**config.mk**
```make
export PLATFORM = sky130hd
export DESIGN_NAME = stream_min_tracker
export DESIGN_NICKNAME = d
export VERILOG_FILES = /design/src/rtl/stream_min_tracker.sv
export SDC_FILE = /design/constraint.sdc
export NUM_CORES = 1
export LEC_CHECK = 0
export CORE_MARGIN = 2
export CORE_UTILIZATION = 54
export CTS_CLUSTER_SIZE = 20
export DETAILED_ROUTE_END_ITERATION = 6
export PLACE_DENSITY = 0.87
export SKIP_LAST_GASP = 1
export SYNTH_ARGS = -nofsm -noshare
export SYNTH_HDL_FRONTEND = slang
export SYNTH_SLANG_ARGS = --single-unit
```
**constraint.sdc**
```tcl
create_clock -name clk -period 4.5 [get_ports clk]
set_clock_uncertainty 0.15 [all_clocks]
set_input_delay 0.9 -clock clk [delete_from_list [all_inputs] [get_ports clk]]
set_output_delay 0.9 -clock clk [all_outputs]
set_load 0.005 [all_outputs]
```
**src/rtl/stream_min_tracker.sv**
```systemverilog
// rtl/stream_min_tracker.sv - frame-based running minimum (optional running maximum) of an unsigned word stream
// Optional feature macro: STREAM_MIN_TRACKER_MAX_EN adds out_max / out_max_idx.

module stream_min_tracker #(
    parameter int WIDTH = 32,
    parameter int IDX_W = 16
) (
    input  logic             clk,
    input  logic             rst,
    input  logic             in_valid,
    output logic             in_ready,
    input  logic [WIDTH-1:0] in_data,
    input  logic             in_last,
    output logic             out_valid,
    input  logic             out_ready,
    output logic [WIDTH-1:0] out_min,
    output logic [IDX_W-1:0] out_idx,
`ifdef STREAM_MIN_TRACKER_MAX_EN
    output logic [WIDTH-1:0] out_max,
    output logic [IDX_W-1:0] out_max_idx,
`endif
    output logic [IDX_W-1:0] out_count
);

    typedef enum logic [1:0] {
        ST_FIRST = 2'd0,
        ST_ACC   = 2'd1,
        ST_DONE  = 2'd2
    } state_t;

    localparam logic [IDX_W-1:0] CNT_ONE = {{(IDX_W-1){1'b0}}, 1'b1};
    localparam logic [IDX_W-1:0] CNT_MAX = {IDX_W{1'b1}};

    state_t           state_q, state_d;
    logic [WIDTH-1:0] min_q, min_d;
    logic [IDX_W-1:0] idx_q, idx_d;
    logic [IDX_W-1:0] cnt_q, cnt_d;
    logic             out_valid_q, out_valid_d;
    logic [WIDTH-1:0] out_min_q, out_min_d;
    logic [IDX_W-1:0] out_idx_q, out_idx_d;
    logic [IDX_W-1:0] out_count_q, out_count_d;

    logic             accept;
    logic             handshake;
    logic             keep_min;
    logic [IDX_W-1:0] cnt_inc;

`ifdef STREAM_MIN_TRACKER_MAX_EN
    logic [WIDTH-1:0] max_q, max_d;
    logic [IDX_W-1:0] max_idx_q, max_idx_d;
    logic [WIDTH-1:0] out_max_q, out_max_d;
    logic [IDX_W-1:0] out_max_idx_q, out_max_idx_d;
    logic             keep_max;
`endif

    // Input side is ready whenever no result is being held; depends on state only.
    assign in_ready  = (state_q != ST_DONE);
    assign accept    = in_valid & in_ready;
    assign handshake = out_valid_q & out_ready;

    // Comparator relations and the saturating beat counter increment.
    always_comb begin
        keep_min = (min_q <= in_data);
        cnt_inc  = (cnt_q == CNT_MAX) ? cnt_q : (cnt_q + CNT_ONE);
`ifdef STREAM_MIN_TRACKER_MAX_EN
        keep_max = !(max_q <= in_data) || (max_q == in_data);
`endif
    end

    // Next-state logic: load on beat 0, track running extremes, latch result on last beat.
    always_comb begin
        state_d     = state_q;
        min_d       = min_q;
        idx_d       = idx_q;
        cnt_d       = cnt_q;
        out_valid_d = out_valid_q;
        out_min_d   = out_min_q;
        out_idx_d   = out_idx_q;
        out_count_d = out_count_q;
`ifdef STREAM_MIN_TRACKER_MAX_EN
        max_d         = max_q;
        max_idx_d     = max_idx_q;
        out_max_d     = out_max_q;
        out_max_idx_d = out_max_idx_q;
`endif
        case (state_q)
            ST_FIRST: begin
                if (accept) begin
                    min_d   = in_data;
                    idx_d   = '0;
                    cnt_d   = CNT_ONE;
`ifdef STREAM_MIN_TRACKER_MAX_EN
                    max_d     = in_data;
                    max_idx_d = '0;
`endif
                    state_d = in_last ? ST_DONE : ST_ACC;
                end
            end
            ST_ACC: begin
                if (accept) begin
                    // A beat's index equals the pre-increment count, which pins at CNT_MAX once saturated.
                    if (!keep_min) begin
                        min_d = in_data;
                        idx_d = cnt_q;
                    end
`ifdef STREAM_MIN_TRACKER_MAX_EN
                    if (!keep_max) begin
                        max_d     = in_data;
                        max_idx_d = cnt_q;
                    end
`endif
                    cnt_d = cnt_inc;
                    if (in_last) begin
                        state_d = ST_DONE;
                    end
                end
            end
            ST_DONE: begin
                if (handshake) begin
                    out_valid_d = 1'b0;
                    state_d     = ST_FIRST;
                end
            end
            default: begin
                state_d = ST_FIRST;
            end
        endcase

        // The final beat is folded in before the result is captured.
        if (accept && in_last) begin
            out_valid_d = 1'b1;
            out_min_d   = min_d;
            out_idx_d   = idx_d;
            out_count_d = cnt_d;
`ifdef STREAM_MIN_TRACKER_MAX_EN
            out_max_d     = max_d;
            out_max_idx_d = max_idx_d;
`endif
        end
    end

    // State registers; reset abandons any partial frame.
    always_ff @(posedge clk) begin
        if (rst) begin
            state_q     <= ST_FIRST;
            min_q       <= '0;
            idx_q       <= '0;
            cnt_q       <= '0;
            out_valid_q <= 1'b0;
            out_min_q   <= '0;
            out_idx_q   <= '0;
            out_count_q <= '0;
`ifdef STREAM_MIN_TRACKER_MAX_EN
            max_q         <= '0;
            max_idx_q     <= '0;
            out_max_q     <= '0;
            out_max_idx_q <= '0;
`endif
        end else begin
            state_q     <= state_d;
            min_q       <= min_d;
            idx_q       <= idx_d;
            cnt_q       <= cnt_d;
            out_valid_q <= out_valid_d;
            out_min_q   <= out_min_d;
            out_idx_q   <= out_idx_d;
            out_count_q <= out_count_d;
`ifdef STREAM_MIN_TRACKER_MAX_EN
            max_q         <= max_d;
            max_idx_q     <= max_idx_d;
            out_max_q     <= out_max_d;
            out_max_idx_q <= out_max_idx_d;
`endif
        end
    end

    assign out_valid = out_valid_q;
    assign out_min   = out_min_q;
    assign out_idx   = out_idx_q;
    assign out_count = out_count_q;
`ifdef STREAM_MIN_TRACKER_MAX_EN
    assign out_max     = out_max_q;
    assign out_max_idx = out_max_idx_q;
`endif

endmodule
```
# [Word-level counts from Yosys, hierarchy flattened]
# Index checks and enable logic that the tools add are counted.
[totals] word_cells=47 register_bits=131
[classes] n_eq_ne=8 n_lt_le_gt_ge=1 muxes=21 n_addsub=1 n_reduce_logical=6 n_bitwise=2
[ops] op="$mux W16" n=6
[ops] op="$mux W32" n=3
[ops] op="$pmux W16 S2" n=2
[ops] op="$pmux W32 S2" n=1
[ops] op="$le A32 B32 Y1" n=1
[ops] op="$add A16 B1 Y16 const B" n=1
[ops] op="$eq A16 B16 Y1 const B" n=1
[ops] op="$mux W2" n=5
[ops] op="$ne A2 B2 Y1 const B" n=5
[ops] op="$pmux W2 S3" n=1
[ops] op="$reduce_and A4 Y1" n=1
[ops] op="$reduce_bool A2 Y1" n=2
[ops] op="$mux W1" n=3
[ops] op="$and A1 B1 Y1" n=2
[ops] op="$eq A2 B1 Y1 const B" n=1
[ops] op="$eq A2 B2 Y1 const B" n=1
[ops] op="$logic_not A2 Y1" n=1
[ops] op="$reduce_and A2 Y1" n=1
[ops] op="$logic_and A1 B1 Y1" n=1

# [Logic depth before layout (Yosys ltp)]
[depth] ltp_word=5 mapped_depth=11 mapped_depth_nobuf=9

# [Worst setup path after synthesis]
# No wires, ideal clock.
[synth_path] path_kind="input to register" start="input in_data[30]" end="register out_min_q[10] (netlist: out_min[10])" path_stages=11 setup_time_ns=0.119 required_ns=4.231 path_buffers=2 path_slack_ns=1.035 arrival_ns=3.196 cell_sequence="inv_1 > ha_1 > nand4_1 > or4_1 > o21ai_2 > a311o_2 > nand3_1 > or2_2 > clkbuf_1 > buf_2 > o221a_2"
[synth_via] elab_chain_len=4
[synth_lines] item="start: declaration" line_no="12" source="input logic [WIDTH-1:0] in_data,"
[synth_lines] item="$le A32 B32 Y1" line_no="63" source="keep_min = (min_q <= in_data);"
[synth_lines] item="$mux W32" line_no="102" source="if (!keep_min) begin"
[synth_lines] item="$mux W32" line_no="100" source="if (accept) begin"
[synth_lines] item="$pmux W32 S2" line_no="86" source="case (state_q)"
[synth_lines] item="end signal: assignment" line_no="165" source="out_min_q <= out_min_d;"
[synth_lines] item="end: declaration" line_no="39" source="logic [WIDTH-1:0] out_min_q, out_min_d;"
# Every way passes these cells.
# A chain may end at the register's enable or synchronous reset.

# [Final worst setup path]
[layout_path] start="input in_data[25]" end="register out_min_q[13] (netlist: out_min[13])"
# The elaborated chain is that of the path after synthesis.

==> flow_metrics.env <==
export IMPL_clk_latency_ps=420
export IMPL_viasPerCell=6.17
export IMPL_ff2ff_path_depth=8
export IMPL_reg2reg_slack_ps=1230
export IMPL_rsz0062_at_grt="no"
export IMPL_clockRootBuffer="clkbuf_16"
export IMPL_ant_nets=0
export IMPL_numCtsBuffers=17
export IMPL_p_clk_frac=0.439
export IMPL_ioPinCount=103
export IMPL_fin_util=0.697
export IMPL_synth_seq_cells=131
export IMPL_die_w_um=112
export IMPL_ys_seq_area_frac=0.417
export IMPL_cp_endpoint="out_min[13]"
export IMPL_antenna_found_initial=0
export IMPL_drive_above_1_share=0.0937
export IMPL_setup_worst_path_start="in_data[25]"
export IMPL_switching_share=0.257
export IMPL_synth_cells=731
export IMPL_p_seq_frac=0.409
export IMPL_nets=879
export IMPL_die_h_um=112
export IMPL_grt_ovfl_total=0
export IMPL_dr_first_iter_drc_count=741
export IMPL_initial_core_util=0.551
export IMPL_r2r_end="out_min[13]"
export IMPL_grt_max_degree=114
export IMPL_startpoint_type="primary input"
export IMPL_critPathKind="primary input to flip-flop"
export IMPL_syn_cell_area_um2=6300
export IMPL_cts_tree="done"
export IMPL_drc=0
export IMPL_num_antenna_cells=0
export IMPL_path_clk_slew_ps=50
export IMPL_cts_max_level=4
export IMPL_wirelength_um=16700
export IMPL_tightest_slew_ps=1210
export IMPL_slew_headroom=0.169
export IMPL_dp_hpwl_um=11000
export IMPL_holdPathStages=2
export IMPL_internal_power_mw=2.33
export IMPL_fin_crit_ps=3970
export IMPL_period_share=0.883
export IMPL_num_rows=39
export IMPL_cts_setup_buffers=0
export IMPL_peakVddDrop_v=0.000257
export IMPL_async_flop_share=0
export IMPL_placement_io_buffers=102
export IMPL_yosysWarnings=0
export IMPL_syn_nets=801
export IMPL_area_growth_pct=26.4
export IMPL_cts_resized=0
export IMPL_tns_ps=0
export IMPL_drtPass1Iterations=6
export IMPL_combPwrFrac=0.152
export IMPL_slew_violations=0
export IMPL_die_area_um2=12500
export IMPL_fmax_ghz=0.252
export IMPL_vias=5955
export IMPL_synth_edf_count=0
export IMPL_maxCapViolations=0
export IMPL_critPathCaptureType="flip-flop"
export IMPL_power_per_cell_area_nw_per_um2=394
export IMPL_r2r_start="min_q[30]"
export IMPL_crit_required_ps=4660
export IMPL_hold_viol=0
export IMPL_cts_sinks=131
export IMPL_wl_per_cell_um=17.4
export IMPL_run_status="finished clean"
export IMPL_grt_pass1_vias=5983
export IMPL_switchingPower_uw=804
export IMPL_grt_pass1_wl_um=27900
export IMPL_clk_path_buf_depth=2
export IMPL_track_usage=0.272
export IMPL_worstPathArrival_ps=4130
export IMPL_critical_path_peak_fanout=32
export IMPL_routabilityCongestion=0.873
export IMPL_avgSynthCellArea_um2=8.61
export IMPL_hold_class="flip-flop to flip-flop"
export IMPL_p_leak_nw=3.13
export IMPL_ys_types=47
export IMPL_yosys_most_used_dff="dfxtp_1"
export IMPL_cts_hold_buf=0
export IMPL_setup_viol=0
export IMPL_core_area_um2=11400
## registers in the layout (all words and copies together) (netlist names)
name / flops
min_q: 32
out_min: 32
cnt_q: 16
idx_q: 16
out_count: 16
out_idx: 16
state_q: 2
out_valid: 1
## per-stage QoR
stage | worst slack [ps] | hold WS [ps] | total power, mW | std cells | area (um^2)
2_1_floorplan | 1040 | 309 | 1.57 | 731 | 6300
3_3_place_gp | 256 | 320 | 1.75 | 933 | 7360
3_5_place_dp | 159 | 329 | 1.77 | 933 | 7360
4_1_cts | 576 | 349 | 3.13 | 965 | 7960
5_1_grt | 358 | 377 | 3.25 | 965 | 7960
6_report | 528 | 344 | 3.13 | 965 | 7960
## layout by cell type, fill, tap and decap left out, drive strengths merged, types with 3 or more instances in the layout
cell type,synthesis,final
dfxtp,131,131
clkdlybuf4s50,0,101
o221a,32,32
buf,11,10
nand4,9,9
a211oi,27,27
nand3b,3,3
nor3,3,3
nor2b,4,4
a31oi,7,7
o21ai,21,21
mux2i,34,34
nor2,141,141
nand3,11,11
a311oi,35,35
nand2,30,30
inv,68,68
a22oi,17,17
ha,33,33
or4,3,3
clkinvlp,0,4
o21a,3,3
and3,4,4
and2,3,3
o31ai,3,3
clkbuf,41,24
nand2b,5,5
a21oi,29,29
## routing by layer
layer / vias up / global-route usage / wire length, um
li1: 2791 / - / -
met1: 2831 / 0.335 / 7000
met2: 276 / 0.440 / 7970
met3: 57 / 0.0686 / 1140
met4: 0 / 0.143 / 639
met5: - / 0 / 0
## worst max-delay path, cell delays in order
cell	delay [ps]
clkdlybuf4s50_1	520
inv_1	70
ha_1	300
nand4_1	190
or4_1	600
o21ai_2	250
a311o_2	200
nand3_1	110
or2_2	610
o221a_2	360
## power groups by stage
stage          Combinational, mW  Clock [mW]  Sequential [mW]
2_1_floorplan              0.279           0             1.30
3_3_place_gp               0.446           0             1.30
3_5_place_dp               0.467           0             1.31
4_1_cts                    0.473        1.38             1.28
5_1_grt                    0.523        1.44             1.29
6_report                   0.476        1.38             1.28
## final cells by class
cell class	instances	area [um^2]
Clock inverter	8	100
Timing Repair Buffer	111	1100
Clock buffer	24	492
Fill cell	857	3460
Sequential cell	131	2620
Multi-Input combinational cell	480	3210
Tap cell	143	179
Inverter	68	255
## logic make-up (layout without fill, tap and decap cells)
| group | after synthesis | after routing | share of synthesized area |
|---|---|---|---|
| buf+inv | 120 | 211 | 0.0747 |
| flops | 131 | 131 | 0.417 |
| compound gates | 190 | 190 | 0.237 |
| mux | 34 | 34 | 0.0541 |
| simple gates | 223 | 223 | 0.152 |
| fa+ha+maj | 33 | 33 | 0.0656 |
## synth_stat cells, types with 17 or more instances
| library cell | instances | area share |
|---|---|---|
| a211oi_1 | 27 | 0.032 |
| a21oi_1 | 29 | 0.023 |
| a22oi_1 | 17 | 0.020 |
| a311oi_1 | 35 | 0.049 |
| clkbuf_1 | 41 | 0.024 |
| dfxtp_1 | 131 | 0.42 |
| ha_1 | 33 | 0.066 |
| inv_1 | 68 | 0.041 |
| mux2i_1 | 34 | 0.054 |
| nand2_1 | 30 | 0.018 |
| nor2_1 | 141 | 0.084 |
| o21ai_0 | 20 | 0.016 |
| o221a_2 | 30 | 0.054 |
## worst min path at each step
stage	slack, ps	to	start
after global placement	320	idx_q[8]	idx_q[8]
final	340	out_count[4]	out_count[4]
after floorplan	310	idx_q[5]	idx_q[5]
after detailed placement	330	out_count[4]	out_count[4]
after CTS	350	out_count[4]	out_count[4]
after global routing	380	out_idx[6]	out_idx[6]
Power figures use the tool's default switching activity.
